--- src/rtl/instr_decode_stage_pkg.sv ---
// ---------------------------------------------------------------------------
// instr_decode_stage_pkg
// Shared decode constants for the instruction decode stage: the opcodes that
// select the instruction format, the opcodes whose immediate is
// zero-extended, the format enumeration and the skid-buffer state encoding.
// ---------------------------------------------------------------------------
package instr_decode_stage_pkg;

  localparam logic [5:0] OP_RTYPE = 6'h00;
  localparam logic [5:0] OP_J     = 6'h02;
  localparam logic [5:0] OP_JAL   = 6'h03;
  localparam logic [5:0] OP_ANDI  = 6'h0C;
  localparam logic [5:0] OP_ORI   = 6'h0D;
  localparam logic [5:0] OP_XORI  = 6'h0E;

  // The zero-extend list is a flat vector of ZEXT_N six-bit opcodes.
  localparam int ZEXT_N = 3;
  localparam logic [6*ZEXT_N-1:0] ZEXT_OPS_DEFAULT = {OP_ANDI, OP_ORI, OP_XORI};

  // Instruction format reported downstream; the encoding 3 is never produced.
  typedef enum logic [1:0] {
    FMT_R = 2'd0,
    FMT_I = 2'd1,
    FMT_J = 2'd2
  } fmt_e;

  // Occupancy of the two-entry skid buffer.
  typedef enum logic [1:0] {
    ST_EMPTY = 2'd0,
    ST_ONE   = 2'd1,
    ST_FULL  = 2'd2
  } state_e;

  // True when the opcode appears anywhere in the zero-extend list.
  function automatic logic isZextOp(input logic [5:0] op,
                                    input logic [6*ZEXT_N-1:0] list);
    logic hit;
    hit = 1'b0;
    for (int k = 0; k < ZEXT_N; k++) begin
      if (list[6*k +: 6] == op) hit = 1'b1;
    end
    return hit;
  endfunction

endpackage

--- src/rtl/instr_decode_stage_if.sv ---
// ---------------------------------------------------------------------------
// instr_decode_stage_if
// Handshake bundle of the decode stage.
//   in_valid/in_ready/in_instr/in_pc : upstream raw instruction channel
//   out_valid/out_ready/out_*        : downstream decoded-field channel
// Modports:
//   master : the environment (drives in_*, out_ready; observes the rest)
//   slave  : the decode stage itself
// ---------------------------------------------------------------------------
interface instr_decode_stage_if #(
  parameter int PC_W  = 32,
  parameter int IMM_W = 32
);

  logic             in_valid;
  logic             in_ready;
  logic [31:0]      in_instr;
  logic [PC_W-1:0]  in_pc;

  logic             out_valid;
  logic             out_ready;
  logic [5:0]       out_opcode;
  logic [5:0]       out_funct;
  logic [4:0]       out_rs;
  logic [4:0]       out_rt;
  logic [4:0]       out_rd;
  logic [4:0]       out_shamt;
  logic [IMM_W-1:0] out_imm;
  logic [25:0]      out_jtarget;
  logic [1:0]       out_fmt;
  logic [PC_W-1:0]  out_pc;

  modport master (
    output in_valid, in_instr, in_pc, out_ready,
    input  in_ready, out_valid, out_opcode, out_funct, out_rs, out_rt,
           out_rd, out_shamt, out_imm, out_jtarget, out_fmt, out_pc
  );

  modport slave (
    input  in_valid, in_instr, in_pc, out_ready,
    output in_ready, out_valid, out_opcode, out_funct, out_rs, out_rt,
           out_rd, out_shamt, out_imm, out_jtarget, out_fmt, out_pc
  );

endinterface

--- src/rtl/instr_decode_stage_field_decode.sv ---
// ---------------------------------------------------------------------------
// instr_field_decode
// Purely combinational field extraction for a MIPS-style instruction word.
//   instr_i    : raw 32-bit instruction
//   opcode_o   : bits [31:26]        funct_o  : bits [5:0]
//   rs_o/rt_o  : bits [25:21]/[20:16] rd_o    : bits [15:11]
//   shamt_o    : bits [10:6]          jtarget_o: bits [25:0]
//   imm_o      : bits [15:0] zero-extended for ZEXT_OPS, else sign-extended
//   fmt_o      : R for opcode 0, J for j/jal, I for everything else
// ---------------------------------------------------------------------------
module instr_field_decode
  import instr_decode_stage_pkg::*;
#(
  parameter int                    IMM_W    = 32,
  parameter logic [6*ZEXT_N-1:0]   ZEXT_OPS = ZEXT_OPS_DEFAULT
) (
  input  logic [31:0]      instr_i,
  output logic [5:0]       opcode_o,
  output logic [5:0]       funct_o,
  output logic [4:0]       rs_o,
  output logic [4:0]       rt_o,
  output logic [4:0]       rd_o,
  output logic [4:0]       shamt_o,
  output logic [IMM_W-1:0] imm_o,
  output logic [25:0]      jtarget_o,
  output fmt_e             fmt_o
);

  logic [15:0] imm16;

  assign opcode_o  = instr_i[31:26];
  assign rs_o      = instr_i[25:21];
  assign rt_o      = instr_i[20:16];
  assign rd_o      = instr_i[15:11];
  assign shamt_o   = instr_i[10:6];
  assign funct_o   = instr_i[5:0];
  assign jtarget_o = instr_i[25:0];
  assign imm16     = instr_i[15:0];

  // Size casts keep this correct even when IMM_W is exactly 16, where a
  // zero-count replication would otherwise be needed.
  assign imm_o = isZextOp(instr_i[31:26], ZEXT_OPS) ? IMM_W'(imm16)
                                                    : IMM_W'($signed(imm16));

  // Format classification from the opcode alone.
  always_comb begin
    fmt_o = FMT_I;
    case (instr_i[31:26])
      OP_RTYPE:      fmt_o = FMT_R;
      OP_J, OP_JAL:  fmt_o = FMT_J;
      default:       fmt_o = FMT_I;
    endcase
  end

endmodule

--- src/rtl/instr_decode_stage.sv ---
// ---------------------------------------------------------------------------
// instr_decode_stage
// Decodes MIPS-style instruction words as they are accepted and stores the
// decoded fields in a two-entry skid buffer, so the stage sustains one
// instruction per cycle with one cycle of latency while keeping in_ready a
// pure register output.
//   clk    : single clock, rising edge
//   rst_n  : synchronous active-low reset (empties the buffer, zeroes data)
//   flush  : empties the buffer on the next edge, dropping any offered input
//   bus    : slave side of instr_decode_stage_if (in_* / out_* channels)
// ---------------------------------------------------------------------------
module instr_decode_stage
  import instr_decode_stage_pkg::*;
#(
  parameter int                  PC_W     = 32,
  parameter int                  IMM_W    = 32,
  parameter logic [6*ZEXT_N-1:0] ZEXT_OPS = ZEXT_OPS_DEFAULT
) (
  input  logic                 clk,
  input  logic                 rst_n,
  input  logic                 flush,
  instr_decode_stage_if.slave  bus
);

  // One pre-decoded buffer entry.
  typedef struct packed {
    logic [5:0]       opcode;
    logic [5:0]       funct;
    logic [4:0]       rs;
    logic [4:0]       rt;
    logic [4:0]       rd;
    logic [4:0]       shamt;
    logic [IMM_W-1:0] imm;
    logic [25:0]      jtarget;
    fmt_e             fmt;
    logic [PC_W-1:0]  pc;
  } entry_t;

  state_e state_q, state_d;
  entry_t head_q, head_d;
  entry_t tail_q, tail_d;
  logic   inReady_q;
  entry_t inEntry;
  logic   inTx;
  logic   outTx;

  // Decode happens on the input side so every stored entry is already
  // split into fields; the output is then a plain register read.
  instr_field_decode #(
    .IMM_W    (IMM_W),
    .ZEXT_OPS (ZEXT_OPS)
  ) u_field_decode (
    .instr_i   (bus.in_instr),
    .opcode_o  (inEntry.opcode),
    .funct_o   (inEntry.funct),
    .rs_o      (inEntry.rs),
    .rt_o      (inEntry.rt),
    .rd_o      (inEntry.rd),
    .shamt_o   (inEntry.shamt),
    .imm_o     (inEntry.imm),
    .jtarget_o (inEntry.jtarget),
    .fmt_o     (inEntry.fmt)
  );

  assign inEntry.pc = bus.in_pc;

  assign inTx  = bus.in_valid && inReady_q;
  assign outTx = (state_q != ST_EMPTY) && bus.out_ready;

  // Next-state and data movement. The head slot always holds the oldest
  // entry; the tail slot only fills when the head is stalled, and it slides
  // into the head when the head drains. Flush overrides every transition.
  always_comb begin
    state_d = state_q;
    head_d  = head_q;
    tail_d  = tail_q;
    case (state_q)
      ST_EMPTY: begin
        if (inTx) begin
          state_d = ST_ONE;
          head_d  = inEntry;
        end
      end
      ST_ONE: begin
        if (inTx && outTx) begin
          head_d = inEntry;
        end else if (inTx) begin
          state_d = ST_FULL;
          tail_d  = inEntry;
        end else if (outTx) begin
          state_d = ST_EMPTY;
        end
      end
      ST_FULL: begin
        if (outTx) begin
          state_d = ST_ONE;
          head_d  = tail_q;
        end
      end
      default: state_d = ST_EMPTY;
    endcase
    if (flush) state_d = ST_EMPTY;
  end

  // State register. in_ready is registered from the next state so it never
  // has a combinational path from out_ready.
  always_ff @(posedge clk) begin
    if (!rst_n) begin
      state_q   <= ST_EMPTY;
      head_q    <= '0;
      tail_q    <= '0;
      inReady_q <= 1'b1;
    end else begin
      state_q   <= state_d;
      head_q    <= head_d;
      tail_q    <= tail_d;
      inReady_q <= (state_d != ST_FULL);
    end
  end

  assign bus.in_ready    = inReady_q;
  assign bus.out_valid   = (state_q != ST_EMPTY);
  assign bus.out_opcode  = head_q.opcode;
  assign bus.out_funct   = head_q.funct;
  assign bus.out_rs      = head_q.rs;
  assign bus.out_rt      = head_q.rt;
  assign bus.out_rd      = head_q.rd;
  assign bus.out_shamt   = head_q.shamt;
  assign bus.out_imm     = head_q.imm;
  assign bus.out_jtarget = head_q.jtarget;
  assign bus.out_fmt     = head_q.fmt;
  assign bus.out_pc      = head_q.pc;

endmodule

--- src/flat_wrapper.sv ---
// flat-port wrapper written by rule: the top's interface ports become plain ports
module instr_decode_stage_flat import instr_decode_stage_pkg::*;
#(
  parameter int                  PC_W     = 32,
  parameter int                  IMM_W    = 32,
  parameter logic [6*ZEXT_N-1:0] ZEXT_OPS = ZEXT_OPS_DEFAULT
)
  (clk, rst_n, flush, bus_in_valid, bus_in_instr, bus_in_pc, bus_out_ready, bus_in_ready, bus_out_valid, bus_out_opcode, bus_out_funct, bus_out_rs, bus_out_rt, bus_out_rd, bus_out_shamt, bus_out_imm, bus_out_jtarget, bus_out_fmt, bus_out_pc);
  instr_decode_stage_if #(.PC_W(PC_W), .IMM_W(IMM_W)) bus_i ();
  input  logic clk;
  input  logic rst_n;
  input  logic flush;
  input wire logic [$bits(bus_i.in_valid)-1:0] bus_in_valid;
  input wire logic [$bits(bus_i.in_instr)-1:0] bus_in_instr;
  input wire logic [$bits(bus_i.in_pc)-1:0] bus_in_pc;
  input wire logic [$bits(bus_i.out_ready)-1:0] bus_out_ready;
  output wire logic [$bits(bus_i.in_ready)-1:0] bus_in_ready;
  output wire logic [$bits(bus_i.out_valid)-1:0] bus_out_valid;
  output wire logic [$bits(bus_i.out_opcode)-1:0] bus_out_opcode;
  output wire logic [$bits(bus_i.out_funct)-1:0] bus_out_funct;
  output wire logic [$bits(bus_i.out_rs)-1:0] bus_out_rs;
  output wire logic [$bits(bus_i.out_rt)-1:0] bus_out_rt;
  output wire logic [$bits(bus_i.out_rd)-1:0] bus_out_rd;
  output wire logic [$bits(bus_i.out_shamt)-1:0] bus_out_shamt;
  output wire logic [$bits(bus_i.out_imm)-1:0] bus_out_imm;
  output wire logic [$bits(bus_i.out_jtarget)-1:0] bus_out_jtarget;
  output wire logic [$bits(bus_i.out_fmt)-1:0] bus_out_fmt;
  output wire logic [$bits(bus_i.out_pc)-1:0] bus_out_pc;
  assign bus_i.in_valid = bus_in_valid;
  assign bus_i.in_instr = bus_in_instr;
  assign bus_i.in_pc = bus_in_pc;
  assign bus_i.out_ready = bus_out_ready;
  assign bus_in_ready = bus_i.in_ready;
  assign bus_out_valid = bus_i.out_valid;
  assign bus_out_opcode = bus_i.out_opcode;
  assign bus_out_funct = bus_i.out_funct;
  assign bus_out_rs = bus_i.out_rs;
  assign bus_out_rt = bus_i.out_rt;
  assign bus_out_rd = bus_i.out_rd;
  assign bus_out_shamt = bus_i.out_shamt;
  assign bus_out_imm = bus_i.out_imm;
  assign bus_out_jtarget = bus_i.out_jtarget;
  assign bus_out_fmt = bus_i.out_fmt;
  assign bus_out_pc = bus_i.out_pc;
  instr_decode_stage #(.PC_W(PC_W), .IMM_W(IMM_W), .ZEXT_OPS(ZEXT_OPS)) u_core (.clk(clk), .rst_n(rst_n), .flush(flush), .bus(bus_i));
endmodule
--- config.mk ---
export PLATFORM = sky130hd
export DESIGN_NAME = instr_decode_stage_flat
export DESIGN_NICKNAME = d
export VERILOG_FILES = /design/src/rtl/instr_decode_stage_pkg.sv /design/src/rtl/instr_decode_stage_if.sv /design/src/rtl/instr_decode_stage_field_decode.sv /design/src/rtl/instr_decode_stage.sv /design/src/flat_wrapper.sv
export SDC_FILE = /design/constraint.sdc
export NUM_CORES = 1
export LEC_CHECK = 0
export CORE_ASPECT_RATIO = 1.75
export CORE_MARGIN = 5
export CORE_UTILIZATION = 40
export CTS_BUF_LIST = sky130_fd_sc_hd__clkbuf_4
export DETAILED_ROUTE_END_ITERATION = 8
export PLACE_DENSITY_LB_ADDON = 0.1
export SETUP_SLACK_MARGIN = 0.15
export SLEW_MARGIN = 10
export SYNTH_ARGS = -nofsm -noshare
export SYNTH_HDL_FRONTEND = slang
export SYNTH_SLANG_ARGS = --single-unit
--- constraint.sdc ---
create_clock -name clk -period 1.43 [get_ports clk]
set_clock_uncertainty 0.15 [all_clocks]
set_input_delay 0.2145 -clock clk [delete_from_list [all_inputs] [get_ports clk]]
set_output_delay 0.2145 -clock clk [all_outputs]
set_load 0.005 [all_outputs]
# Word level (Yosys, flattened, before mapping)

Cells that the tools add are included.

Equal/unequal tests: 11
Mux-type cells: 16
Bitwise logic cells: 1
Reduce and logical (&&, ||, !) cells: 10

Operators by type and width:

| kind               | number |
|---|---|
| $mux 124           | 3 |
| $pmux 124 s3       | 1 |
| $mux 32            | 1 |
| $eq 4x6->1 const A | 3 |
| $eq 6x2->1 const B | 2 |
| $mux 2             | 6 |
| $logic_not 6->1    | 1 |
| $ne 2x1->1 const B | 3 |
| $pmux 2 s3         | 1 |
| $pmux 2 s2         | 1 |
| $reduce_and 4->1   | 1 |
| $logic_and 1x1->1  | 3 |
| $mux 1             | 3 |
| $reduce_and 3->1   | 1 |
| $reduce_bool 3->1  | 1 |
| $eq 2x1->1 const B | 1 |
| $eq 2x2->1 const B | 1 |
| $logic_not 2->1    | 1 |
| $ne 2x2->1 const B | 1 |
| $reduce_bool 2->1  | 1 |
| $reduce_or 2->1    | 1 |
| $not 1->1          | 1 |

Register bits: 251
Input port bits: 69
Output and inout bits: 126
Word-level logic and storage cells: 60

# Longest topological paths before layout

Depth after elaboration: 8
Gate-level depth with buffers: 7
Mapped depth without buffers: 4

# By module

Synthesis repeated with hierarchy kept, for this count alone.

Cells, all modules: 1206
Area, all modules: 10752.8 um2

Modules (own cells, without submodules):

| module             | times used | cells each | area each (um2) | sequential area each (um2) |
|---|---|---|---|---|
| instr_decode_stage | 1          | 1109       | 10037.1         | 5024.8 |
| instr_field_decode | 1          | 97         | 715.7           | 0.0 |

# Worst setup path after synthesis

Ideal clock, no wire load.

Path type: register to register
Start point: register u_core.state_q[0]
End point: register u_core.head_q, in the netlist u_core.bus.out_pc[25]
Library setup time: 0.116 ns
Arrival: 1.255 ns
Data required time: 1.164 ns
Path slack: -0.092 ns
Cell stages (with the launch flop): 8
Path buffers: 3
Clock period less this slack: 1.522 ns
Cell sequence: dfxtp_1 > nand2b_1 > buf_4 > buf_6 > buf_6 > mux2i_1 > nand2_1 > o211a_1

Cells in the longest elaborated chain, start to end: 5
Elaborated cells between the ends (all ways): 12
Classes of those cells: 5 x eq/ne; 1 x mux; 6 x reduce/logical

Ends and longest elaborated chain:

| item                              | RTL line                  | text |
|---|---|---|
| start: declaration                | instr_decode_stage.sv:39  | `state_e state_q, state_d;` |
| start signal: assignment          | instr_decode_stage.sv:114 | `state_q <= state_d;` |
| $reduce_bool 2->1                 | instr_decode_stage.sv:68  | `assign outTx = (state_q != ST_EMPTY) && bus.out_ready;` |
| $logic_and 1x1->1                 | instr_decode_stage.sv:68  |  |
| $logic_and 1x1->1                 | instr_decode_stage.sv:85  | `if (inTx && outTx) begin` |
| $ne 2x1->1 (no source line)       | --                        |  |
| $reduce_and 4->1 (no source line) | --                        |  |
| end signal: assignment            | instr_decode_stage.sv:110 | `head_q <= '0;` |
| end signal: assignment            | instr_decode_stage.sv:115 | `head_q <= head_d;` |
| end: declaration                  | instr_decode_stage.sv:40  | `entry_t head_q, head_d;` |

Parallel ways exist; a longest one is shown, timed or not.
A chain may end at the register's enable or synchronous reset.

# Worst setup path after layout

Start point: register u_core.state_q[1]
End point: register u_core.head_q, in the netlist u_core.bus.out_pc[26]

The elaborated chain is that of the path after synthesis.

==> metrics.yaml <==
synth:
  synthFlopType: "dfxtp_1"
  avgSynthCellArea_sq_um: 9.24
  synth_warnings: 0
  ys_top_cells_by_area: "dfxtp_1 44%, nand2_1 12%, o211a_1 10%, mux2i_1 10%, buf_4 8.4%"
  synth_top_area_cell: "dfxtp_1"
  syn-instance-count: 674
  ys_seq_elements: 137
  synth_area_sq_mm: 0.00623
  synth-edff-count: 0
  syn-num-nets: 743
  seq_area_frac_synth_pct: 44.0
  yosysTopAreaCellShare_pct: 44.0
  synthDistinctLibCells: 33
  async_reset_ff_share_pct: 0
setup_path:
  worstSetupEndpointType: "flop"
  crit_fanout: 8
  critPathKind: "flop to flop"
  arrival_ns: 2.09
  worst-endpoint-required_ns: 1.73
  worstSetupStartpointType: "flop"
cts:
  cts_tree: "yes"
  root_buffer: "clkbuf_4"
  clk_latency_ns: 0.54
  htree_levels: 4
  cts_sinks: 137
  cts_inserted_buffers: 17
  clockBufferDepth: 2
  clkSlewWorstSetupHoldPaths_ns: 0.13
global_route:
  grt-ovfl-total: 0
  grt_pass1_vias: 5718
  antenna_found_initial: 1
  grt_usage_pct: 20.3
  grt_pass1_wl_mm: 30.1
  grt_start_max_net_pins: 73
power:
  power_mw: 9.41
  power_density_mw_per_mm2: 851
  leakagePower_nw: 5.66
  max-vdd-ir-drop_mv: 0.613
place:
  dp_hpwl_mm: 11.0
  pre_cts_ws_ns: -0.604
  place_congestion: 0.794
  port_buffers: 194
drt:
  vias: 5772
  wl_per_cell_um: 18.5
  antenna_left: 0
  drc: 0
  wl_met2_mm: 11.8
  wl_met3_um: 984
  drt-vias-per-instance: 5.14
  wirelength_mm: 20.8
  drtIter0Drc: 184
  drtPass1Iterations: 6
  wl_met1_mm: 7.42
  highest_layer: "met4"
cells_and_area:
  drive_gt1_share_pct: 56.6
  mostFrequentLayoutCell: "buf_6"
  n_fill_cell: 1107
  final_cell_mix: "151 x buf_6, 92 x nand2_1, 68 x dfxtp_1, 67 x clkdlybuf4s50_1, 65 x o211a_1"
  syn_to_final_growth_pct: 77.5
  nNetsFinal: 993
timing:
  tightest_slew_ns: 0.506
  timing.final.crit_share_pct: 125
  hold_viol: 0
  fin_setup_tns_ns: -42.53
  finalSetupViolCount: 185
  post-route-worst-setup-slack_ns: -0.362
  slew_headroom_pct: 65.4
  rsz0062_at_grt: "yes"
  fmax_ghz: 0.558
  final_max_slew_viol_count: 0
  min_period_ns: 1.79
status:
  status: "finished with violations"
  violations: "setup timing"
job:
  maxCapViolations: 0
floorplan:
  rows: 60
  io_pins: 195
  die_area_sq_mm: 0.0183
  coreArea_sq_mm: 0.0153
  initial_utilization_pct: 40.7
  die_w_um: 104
  die_h_um: 175
worst_hold_path:
  min_path_type: "input port to flop"
cell type report:
cell class | instances | area (sq um) | share of cell area (%)
Antenna cell | 1 | 2.50 | 0.0226
Clock buffer | 17 | 128 | 1.15
Clock inverter | 13 | 228 | 2.06
Inverter | 3 | 11.3 | 0.102
Multi-Input combinational cell | 425 | 3490 | 31.6
Sequential cell | 137 | 2850 | 25.7
Tap cell | 186 | 233 | 2.10
Timing Repair Buffer | 340 | 4120 | 37.2
cell usage after synthesis (5+ instances only):
cell and instances:
a21boi_1 32, buf_6 6, dfxtp_1 137, clkbuf_1 17
buf_4 70, buf_2 16, a21boi_0 33, o211a_1 65
nand3_1 5, mux2i_1 64, nand2_1 198
sequential cells by signal, summed over array words and instances, names as in the netlist:
name	cells
u_core.bus.out_opcode	6
u_core.bus.out_rs	5
u_core.bus.out_imm	17
u_core.bus.out_pc	32
u_core.bus.out_fmt	2
u_core.bus.out_rt	4
u_core.tail_q	67
u_core.bus.out_jtarget	1
u_core.state_q	2
u_core.bus.in_ready	1
stage by stage:
stage | hold slack [ns] | instance area, sq um | utilization, % | instances
CTS | 0.0434 | 9820 | 64.2 | 1099
global route | 0.0468 | 11100 | 72.2 | 1122
finish | 0.0967 | 11100 | 72.2 | 1122
detailed placement | 0.294 | 8160 | 53.3 | 982
floorplan | 0.179 | 6300 | - | 674
global placement | 0.289 | 8160 | 53.3 | 982
final timing paths:
| kind | startpoint | endpoint | slack (ns) | cells past startpoint |
|---|---|---|---|---|
| max | u_core.state_q[1]$_SDFF_PN0_ | u_core.bus.out_pc[26]$_SDFFE_PN0P_ | -0.36 | 8 |
| min | bus_in_pc[24] | u_core.tail_q[24]$_SDFFE_PN0P_ | 0.1 | 3 |
| max reg2reg | u_core.state_q[1]$_SDFF_PN0_ | u_core.bus.out_pc[26]$_SDFFE_PN0P_ | -0.36 | 8 |
| min reg2reg | u_core.tail_q[31]$_SDFFE_PN0P_ | u_core.tail_q[31]$_SDFFE_PN0P_ | 0.31 | 2 |
cell families after synthesis:
| family | synth area share, % |
|---|---|
| simple gates | 13.9 |
| buf+inv | 12.0 |
| mux | 10.3 |
| compound gates | 19.8 |
| flops | 44.0 |
worst max-delay path, stage by stage (launching register included):
cell      delay [ns]
dfxtp_4         0.36
buf_6           0.12
nand3b_1        0.22
o21ai_4         0.22
buf_12          0.19
buf_12          0.13
buf_16          0.13
nand2_1         0.05
o211a_1         0.13
repair_timing:
item                                   CTS  global route
hold buffers                             1             0
endpoints found under the hold margin   29             0
setup endpoints to repair              263           263
resized for setup                      769           226
gates cloned                            18             5
setup buffers                           68            17
pin swaps                               45            85
per-layer routing:
metal / up-vias / track usage, %
met1: 2803 / 21.0
met3: 39 / 5.40
li1: 2764 / -
met2: 166 / 38.3
met5: - / 0
met4: 0 / 7.83
power breakdown:
part           switching (mW)  internal [mW]  total [mW]  leakage, nW
sequential              0.157           4.03        4.19         1.14
combinational           0.766           1.30        2.06         4.33
clock                    1.44           1.72        3.16        0.187
(Power assumes the default switching activity.)
